--- src/rtl/sd_cmd_seq_engine.sv ---
// SD host command/data sequencer: issues 48-bit command frames with response timeout
// and automatic retry, and paces single/multi-block data transfers toward the PHY.

module sd_cmd_seq_engine #(
    parameter int NUM_FUNCS    = 8,
    parameter int FUNC_W       = 3,
    parameter int BLOCK_SIZE_W = 12,
    parameter int TIMEOUT_W    = 16,
    parameter int MAX_RETRIES  = 2,
    parameter int RETRY_W      = 2
) (
    input  logic                              clk,
    input  logic                              rst,
    input  logic                              i_crc_enable,
    input  logic [TIMEOUT_W-1:0]              i_timeout,
    input  logic [31:0]                       i_block_sleep_count,
    input  logic                              i_cmd_en,
    input  logic [5:0]                        i_cmd,
    input  logic [31:0]                       i_cmd_arg,
    input  logic                              i_rsp_long,
    output logic                              o_cmd_finished,
    output logic [7:0]                        o_error,
    output logic                              o_error_flag,
    output logic [RETRY_W-1:0]                o_retry_count,
    output logic [127:0]                      o_rsp,
    output logic                              o_phy_cmd_en,
    output logic [39:0]                       o_phy_cmd,
    output logic [7:0]                        o_phy_rsp_len,
    input  logic                              i_phy_rsp_finished,
    input  logic [135:0]                      i_phy_rsp,
    input  logic                              i_phy_crc_bad,
    input  logic                              i_data_txrx,
    input  logic                              i_data_block_mode,
    input  logic [23:0]                       i_data_size,
    input  logic [FUNC_W-1:0]                 i_func_addr,
    input  logic [NUM_FUNCS*BLOCK_SIZE_W-1:0] i_func_block_sizes,
    output logic                              o_data_txrx_finished,
    output logic                              o_data_crc_error,
    output logic [23:0]                       o_blocks_done,
    output logic                              o_data_activate,
    input  logic                              i_data_finished,
    input  logic                              i_data_crc_err,
    output logic [BLOCK_SIZE_W-1:0]           o_data_byte_count
);

    typedef enum logic [2:0] {
        CMD_IDLE, CMD_ISSUE, CMD_WAIT_RSP, CMD_GAP, CMD_DONE
    } cmd_state_t;

    typedef enum logic [2:0] {
        DAT_IDLE, DAT_START, DAT_ACTIVE, DAT_SLEEP, DAT_DONE
    } dat_state_t;

    cmd_state_t               cmd_state_reg;
    logic [TIMEOUT_W-1:0]     timer_reg;
    logic [RETRY_W-1:0]       retry_reg;
    logic [7:0]               error_reg;
    logic                     error_flag_reg;
    logic [127:0]             rsp_reg;
    logic                     phy_cmd_en_reg;
    logic [39:0]              phy_cmd_reg;
    logic                     cmd_finished_reg;

    dat_state_t               dat_state_reg;
    logic [BLOCK_SIZE_W-1:0]  byte_count_reg;
    logic [23:0]              blocks_done_reg;
    logic                     data_crc_reg;
    logic                     activate_reg;
    logic                     data_finished_reg;
    logic [31:0]              sleep_cnt_reg;

    logic                     rsp_crc_fail;
    logic                     rsp_timeout;
    logic                     attempt_failed;
    logic [7:0]               fail_code;
    logic                     more_blocks;
    logic [BLOCK_SIZE_W-1:0]  byte_count_next;
    logic [BLOCK_SIZE_W-1:0]  func_size [NUM_FUNCS];
    logic                     unused_rsp_bits;

    genvar gi;
    generate
        for (gi = 0; gi < NUM_FUNCS; gi = gi + 1) begin : g_func_size
            assign func_size[gi] = i_func_block_sizes[gi*BLOCK_SIZE_W +: BLOCK_SIZE_W];
        end
    endgenerate

    // Only the low 128 response bits are exposed; the rest are framing.
    assign unused_rsp_bits = ^i_phy_rsp[135:128];

    always_comb begin
        rsp_crc_fail    = i_phy_rsp_finished && i_crc_enable && i_phy_crc_bad;
        // A response arriving on the timeout cycle takes precedence.
        rsp_timeout     = !i_phy_rsp_finished && (i_timeout != '0) &&
                          (timer_reg == i_timeout - TIMEOUT_W'(1));
        attempt_failed  = (cmd_state_reg == CMD_WAIT_RSP) && (rsp_crc_fail || rsp_timeout);
        fail_code       = rsp_crc_fail ? 8'h01 : 8'h02;
        more_blocks     = i_data_block_mode &&
                          ((i_data_size == 24'd0) ||
                           (({1'b0, blocks_done_reg} + 25'd1) < {1'b0, i_data_size}));
        byte_count_next = i_data_block_mode ? func_size[i_func_addr]
                                            : i_data_size[BLOCK_SIZE_W-1:0];
    end

    always_ff @(posedge clk) begin
        if (rst) begin
            cmd_state_reg    <= CMD_IDLE;
            timer_reg        <= '0;
            retry_reg        <= '0;
            error_reg        <= 8'h00;
            error_flag_reg   <= 1'b0;
            rsp_reg          <= '0;
            phy_cmd_en_reg   <= 1'b0;
            phy_cmd_reg      <= '0;
            cmd_finished_reg <= 1'b0;
        end else if (!i_cmd_en && cmd_state_reg != CMD_IDLE) begin
            cmd_state_reg    <= CMD_IDLE;
            phy_cmd_en_reg   <= 1'b0;
            cmd_finished_reg <= 1'b0;
        end else begin
            case (cmd_state_reg)
                CMD_IDLE: begin
                    timer_reg        <= '0;
                    retry_reg        <= '0;
                    error_reg        <= 8'h00;
                    error_flag_reg   <= 1'b0;
                    phy_cmd_en_reg   <= 1'b0;
                    cmd_finished_reg <= 1'b0;
                    if (i_cmd_en) begin
                        phy_cmd_reg   <= {2'b01, i_cmd, i_cmd_arg};
                        cmd_state_reg <= CMD_ISSUE;
                    end
                end
                CMD_ISSUE: begin
                    phy_cmd_en_reg <= 1'b1;
                    timer_reg      <= '0;
                    cmd_state_reg  <= CMD_WAIT_RSP;
                end
                CMD_WAIT_RSP: begin
                    if (i_phy_rsp_finished) begin
                        rsp_reg <= i_phy_rsp[127:0];
                    end
                    if (attempt_failed) begin
                        phy_cmd_en_reg <= 1'b0;
                        if (retry_reg < RETRY_W'(MAX_RETRIES)) begin
                            retry_reg     <= retry_reg + RETRY_W'(1);
                            cmd_state_reg <= CMD_GAP;
                        end else begin
                            error_reg        <= fail_code;
                            error_flag_reg   <= 1'b1;
                            cmd_finished_reg <= 1'b1;
                            cmd_state_reg    <= CMD_DONE;
                        end
                    end else if (i_phy_rsp_finished) begin
                        phy_cmd_en_reg   <= 1'b0;
                        error_reg        <= 8'h00;
                        error_flag_reg   <= 1'b0;
                        cmd_finished_reg <= 1'b1;
                        cmd_state_reg    <= CMD_DONE;
                    end else begin
                        timer_reg <= timer_reg + TIMEOUT_W'(1);
                    end
                end
                CMD_GAP: begin
                    cmd_state_reg <= CMD_ISSUE;
                end
                CMD_DONE: begin
                    cmd_state_reg <= CMD_DONE;
                end
                default: begin
                    cmd_state_reg <= CMD_IDLE;
                end
            endcase
        end
    end

    always_ff @(posedge clk) begin
        if (rst) begin
            dat_state_reg     <= DAT_IDLE;
            byte_count_reg    <= '0;
            blocks_done_reg   <= '0;
            data_crc_reg      <= 1'b0;
            activate_reg      <= 1'b0;
            data_finished_reg <= 1'b0;
            sleep_cnt_reg     <= '0;
        end else if (!i_data_txrx && dat_state_reg != DAT_IDLE) begin
            dat_state_reg     <= DAT_IDLE;
            blocks_done_reg   <= '0;
            data_crc_reg      <= 1'b0;
            activate_reg      <= 1'b0;
            data_finished_reg <= 1'b0;
            sleep_cnt_reg     <= '0;
        end else begin
            case (dat_state_reg)
                DAT_IDLE: begin
                    byte_count_reg    <= byte_count_next;
                    blocks_done_reg   <= '0;
                    data_crc_reg      <= 1'b0;
                    activate_reg      <= 1'b0;
                    data_finished_reg <= 1'b0;
                    if (i_data_txrx) begin
                        dat_state_reg <= DAT_START;
                    end
                end
                DAT_START: begin
                    activate_reg  <= 1'b1;
                    dat_state_reg <= DAT_ACTIVE;
                end
                DAT_ACTIVE: begin
                    if (i_data_finished) begin
                        activate_reg <= 1'b0;
                        if (blocks_done_reg != 24'hFFFFFF) begin
                            blocks_done_reg <= blocks_done_reg + 24'd1;
                        end
                        if (i_data_crc_err) begin
                            data_crc_reg      <= 1'b1;
                            data_finished_reg <= 1'b1;
                            dat_state_reg     <= DAT_DONE;
                        end else if (more_blocks) begin
                            sleep_cnt_reg <= '0;
                            dat_state_reg <= DAT_SLEEP;
                        end else begin
                            data_finished_reg <= 1'b1;
                            dat_state_reg     <= DAT_DONE;
                        end
                    end
                end
                DAT_SLEEP: begin
                    // Sleep spans count+1 cycles so the next activation lands at finish+3+count.
                    if (sleep_cnt_reg == i_block_sleep_count) begin
                        dat_state_reg <= DAT_START;
                    end else begin
                        sleep_cnt_reg <= sleep_cnt_reg + 32'd1;
                    end
                end
                DAT_DONE: begin
                    dat_state_reg <= DAT_DONE;
                end
                default: begin
                    dat_state_reg <= DAT_IDLE;
                end
            endcase
        end
    end

    assign o_cmd_finished       = cmd_finished_reg;
    assign o_error              = error_reg;
    assign o_error_flag         = error_flag_reg;
    assign o_retry_count        = retry_reg;
    assign o_rsp                = rsp_reg;
    assign o_phy_cmd_en         = phy_cmd_en_reg;
    assign o_phy_cmd            = phy_cmd_reg;
    assign o_phy_rsp_len        = i_rsp_long ? 8'd136 : 8'd40;
    assign o_data_txrx_finished = data_finished_reg;
    assign o_data_crc_error     = data_crc_reg;
    assign o_blocks_done        = blocks_done_reg;
    assign o_data_activate      = activate_reg;
    assign o_data_byte_count    = byte_count_reg;

endmodule
--- config.mk ---
export PLATFORM = sky130hd
export DESIGN_NAME = sd_cmd_seq_engine
export DESIGN_NICKNAME = d
export VERILOG_FILES = /design/src/rtl/sd_cmd_seq_engine.sv
export SDC_FILE = /design/constraint.sdc
export NUM_CORES = 1
export LEC_CHECK = 0
export CAP_MARGIN = 0
export CORE_AREA = 2 2 230 232
export CTS_CLUSTER_DIAMETER = 40
export CTS_CLUSTER_SIZE = 12
export DETAILED_ROUTE_END_ITERATION = 6
export DIE_AREA = 0 0 232 234
export PLACE_DENSITY = 0.57
export RECOVER_POWER = 100
export REMOVE_ABC_BUFFERS = 1
export SLEW_MARGIN = 20
export SYNTH_ARGS = -nofsm -noshare
export SYNTH_HDL_FRONTEND = slang
export SYNTH_SLANG_ARGS = --single-unit
--- constraint.sdc ---
create_clock -name clk -period 10.6 [get_ports clk]
set_input_delay 2.65 -clock clk [delete_from_list [all_inputs] [get_ports clk]]
set_output_delay 2.65 -clock clk [all_outputs]
set_load 0.02 [all_outputs]
==> out/qor.csv <==
stage,metric,value,unit
synthesis,Seq cells post-synth,267,
grt,vias in the first global route,13173,
finish,Final Net Count,2547,
clocking,Post CTS Setup Buffer Count,0,
critical_path,largest fanout on the critical path,57,
synthesis,"Distinct cells, synth",67,
clocking,CTS tree,done,
clocking,clock slew at reported path FFs,0.05,ns
grt,global-route wire length before repair,74600,um
critical_path,type of origin of the critical path,input port,
die,I/O pin cnt,584,
clocking,CTS HTree Levels,2,
grt,GR Overflow Total,0,
synthesis,"Top FF cell, synth",dfxtp_1,
die,die area,54300,um^2
die,Initial Util,25.1,%
power_and_ir_drop,Pleak,8.13,nW
grt,antenna violations before repair,10,
timing,slew of the pin with the lowest slew margin,3.38,ns
drt,vias per inst,4.68,
drt,DR iter-0 viols,594,
clocking,clock tree buffer depth,3,
run,max-cap violations,4,
finish,layout cells sized above 1,6.80,%
timing,unrepaired setup endpoints after global routing,false,
drt,DRT Wirelength,50900,um
timing,final hold vios,0,
grt,routing usage on met3,5.74,%
grt,All-Layer GR Usage,17.8,%
die,core area,52000,um^2
synthesis,sequential share of the synthesized area,40.9,%
die,die outline width,232,um
clocking,TritonCTS sink count,267,
grt,met1 Use GR,18.9,%
clocking,number of CTS-inserted buffers,51,
drt,Antenna Nets Post-Route,0,
clocking,worst skew pair latency,0.57,ns
timing,# setup viols final,0,
status,outcome,"complete, but fails checks",
min_path,HP Class,reg2reg,
die,Die Ht,234,um
finish,final core occ,40.3,%
critical_path,CP Data Arrival Time,8.28,ns
die,FP Rows,84,
finish,"Area growth, synth to finish",60.6,%
finish,ant diodes,0,
grt,Most Crowded Layer GR,met2,
placed_design,DP HPWL,39500,um
timing,WHS,0.448,ns
finish,Fillers,5248,
critical_path,Crit path required time,11.08,ns
grt,met2 usage,32.4,%
timing,Worst slew margin,-125,%
synthesis,number of enable flip-flop cells after synthesis,0,
drt,via count,13542,
finish,"most common cell after layout, fill and taps aside",nand2_1,
placed_design,port bufs,562,
timing,max-slew violations,231,
timing,final clock skew,0.0152,ns
placed_design,GP Congestion,0.935,
timing,Fmax achieved,0.128,GHz
clocking,Post-CTS Resized,0,
power_and_ir_drop,Pwr Density,148,nW/um^2
drt,Routed wire per std cell,17.6,um
finish,most frequent cells in the layout,"nand2_1, clkdlybuf4s50_1, dfxtp_1",
power_and_ir_drop,maximum vdd ir drop,0.125,mV
drt,DRC,0,
critical_path,kind of critical path,in2reg,
critical_path,CP endpoint kind,register,
synthesis,Synth Instances,1640,
synthesis,Synth warnings,0,
timing,final worst path period share,73.5,%
synthesis,synthesized cell area,13100,um^2
grt,largest net degree at the start of global routing,73,
synthesis,mean post-synth cell area,7.96,um^2
synthesis,fraction of registers with async set/reset,0,%
clocking,hold buffers post-CTS,0,
status,violated checks,"capacitance limit, slew limit",
timing,Setup TNS,0,ns
drt,DRT Pass-1 Iters,6,
clocking,Root Buffer,clkbuf_16,
timing,Final Critical Period,7.79,ns
finish,max reg flops,128,
## worst paths after layout
check / start / end / slack, ns / cells after the start
setup / recovery: i_cmd_en / o_rsp[61]$_SDFFE_PP0P_ / 2.81 / 7
hold / removal: o_rsp[87]$_SDFFE_PP0P_ / o_rsp[87]$_SDFFE_PP0P_ / 0.45 / 2
setup reg to reg: cmd_state_reg[2]$_SDFFE_PP0P_ / o_rsp[61]$_SDFFE_PP0P_ / 4.92 / 7
hold reg to reg: o_rsp[87]$_SDFFE_PP0P_ / o_rsp[87]$_SDFFE_PP0P_ / 0.45 / 2
## per-layer routing
metal / vias to the layer above / wire length [um]
li1: 6677 / -
met1: 6240 / 19200
met2: 508 / 25500
met3: 103 / 4280
met4: 14 / 1810
met5: - / 92
## cell usage after synthesis, types with 14 or more instances
cell type | instances | share of area (%)
dfxtp_1 | 267 | 41
nand2_1 | 419 | 12
nor3_1 | 21 | 0.80
mux2i_1 | 14 | 1.1
clkbuf_1 | 89 | 2.6
or3_1 | 20 | 0.96
ha_1 | 28 | 2.7
mux4_2 | 24 | 4.1
inv_1 | 42 | 1.2
nor2_1 | 107 | 3.1
nand3_1 | 28 | 1.1
a21oi_1 | 224 | 8.6
xor2_1 | 45 | 3.0
buf_4 | 15 | 0.86
nand4_1 | 19 | 0.91
nor4_1 | 31 | 1.5
a211oi_1 | 15 | 0.86
xnor2_1 | 49 | 3.3
o21ai_0 | 27 | 1.0
## power breakdown
part / switching, mW / total, mW / internal (mW) / leakage [nW]
Sequential: 0.0110 / 1.04 / 1.02 / 2.16
Clock: 0.611 / 1.71 / 1.10 / 0.889
Combinational: 0.164 / 0.350 / 0.186 / 5.08
## stage by stage
stage,cell area [um^2],worst slack (ns),cells,total power [mW]
floorplan,12600,1.18,1534,1.18
global placement,19200,4.02,2798,1.41
detailed placement,19200,4.01,2798,1.42
CTS,21000,4.21,2894,3.16
global route,21000,2.18,2894,3.22
finish,21000,2.81,2894,3.10
## area by class of cell
type	count	area (um^2)	share of cell area, %
clock buffers	60	1370	6.53
multi-input cells	1225	7060	33.7
inverters	42	158	0.752
well taps	688	861	4.11
clock inverters	36	468	2.23
repair buffers	576	5700	27.2
flip-flops and latches	267	5350	25.5
## cells by family (layout without fill, tap and decap cells)
| kind of cell | Yosys count | count (layout) | synth area share [%] |
|---|---|---|---|
| AO/OA/AOI/OAI | 337 | 337 | 15.0 |
| XOR/XNOR | 94 | 94 | 6.31 |
| adder cells (fa/ha/maj) | 28 | 28 | 2.68 |
| buffers and inverters | 159 | 714 | 5.31 |
| flip-flops | 267 | 267 | 40.9 |
| multiplexers | 38 | 38 | 5.21 |
| other | 2 | 13 | 0.0575 |
| AND/OR/NAND/NOR | 715 | 715 | 24.4 |
## worst max-delay path: stages
cell and delay, ns:
dlygate4sd3_1 0.85, inv_1 0.17, nor3_2 0.27, clkbuf_1 1.85, clkbuf_1 1.92, nand2_1 0.25
a21oi_1 0.20
(Power assumes the default switching activity.)
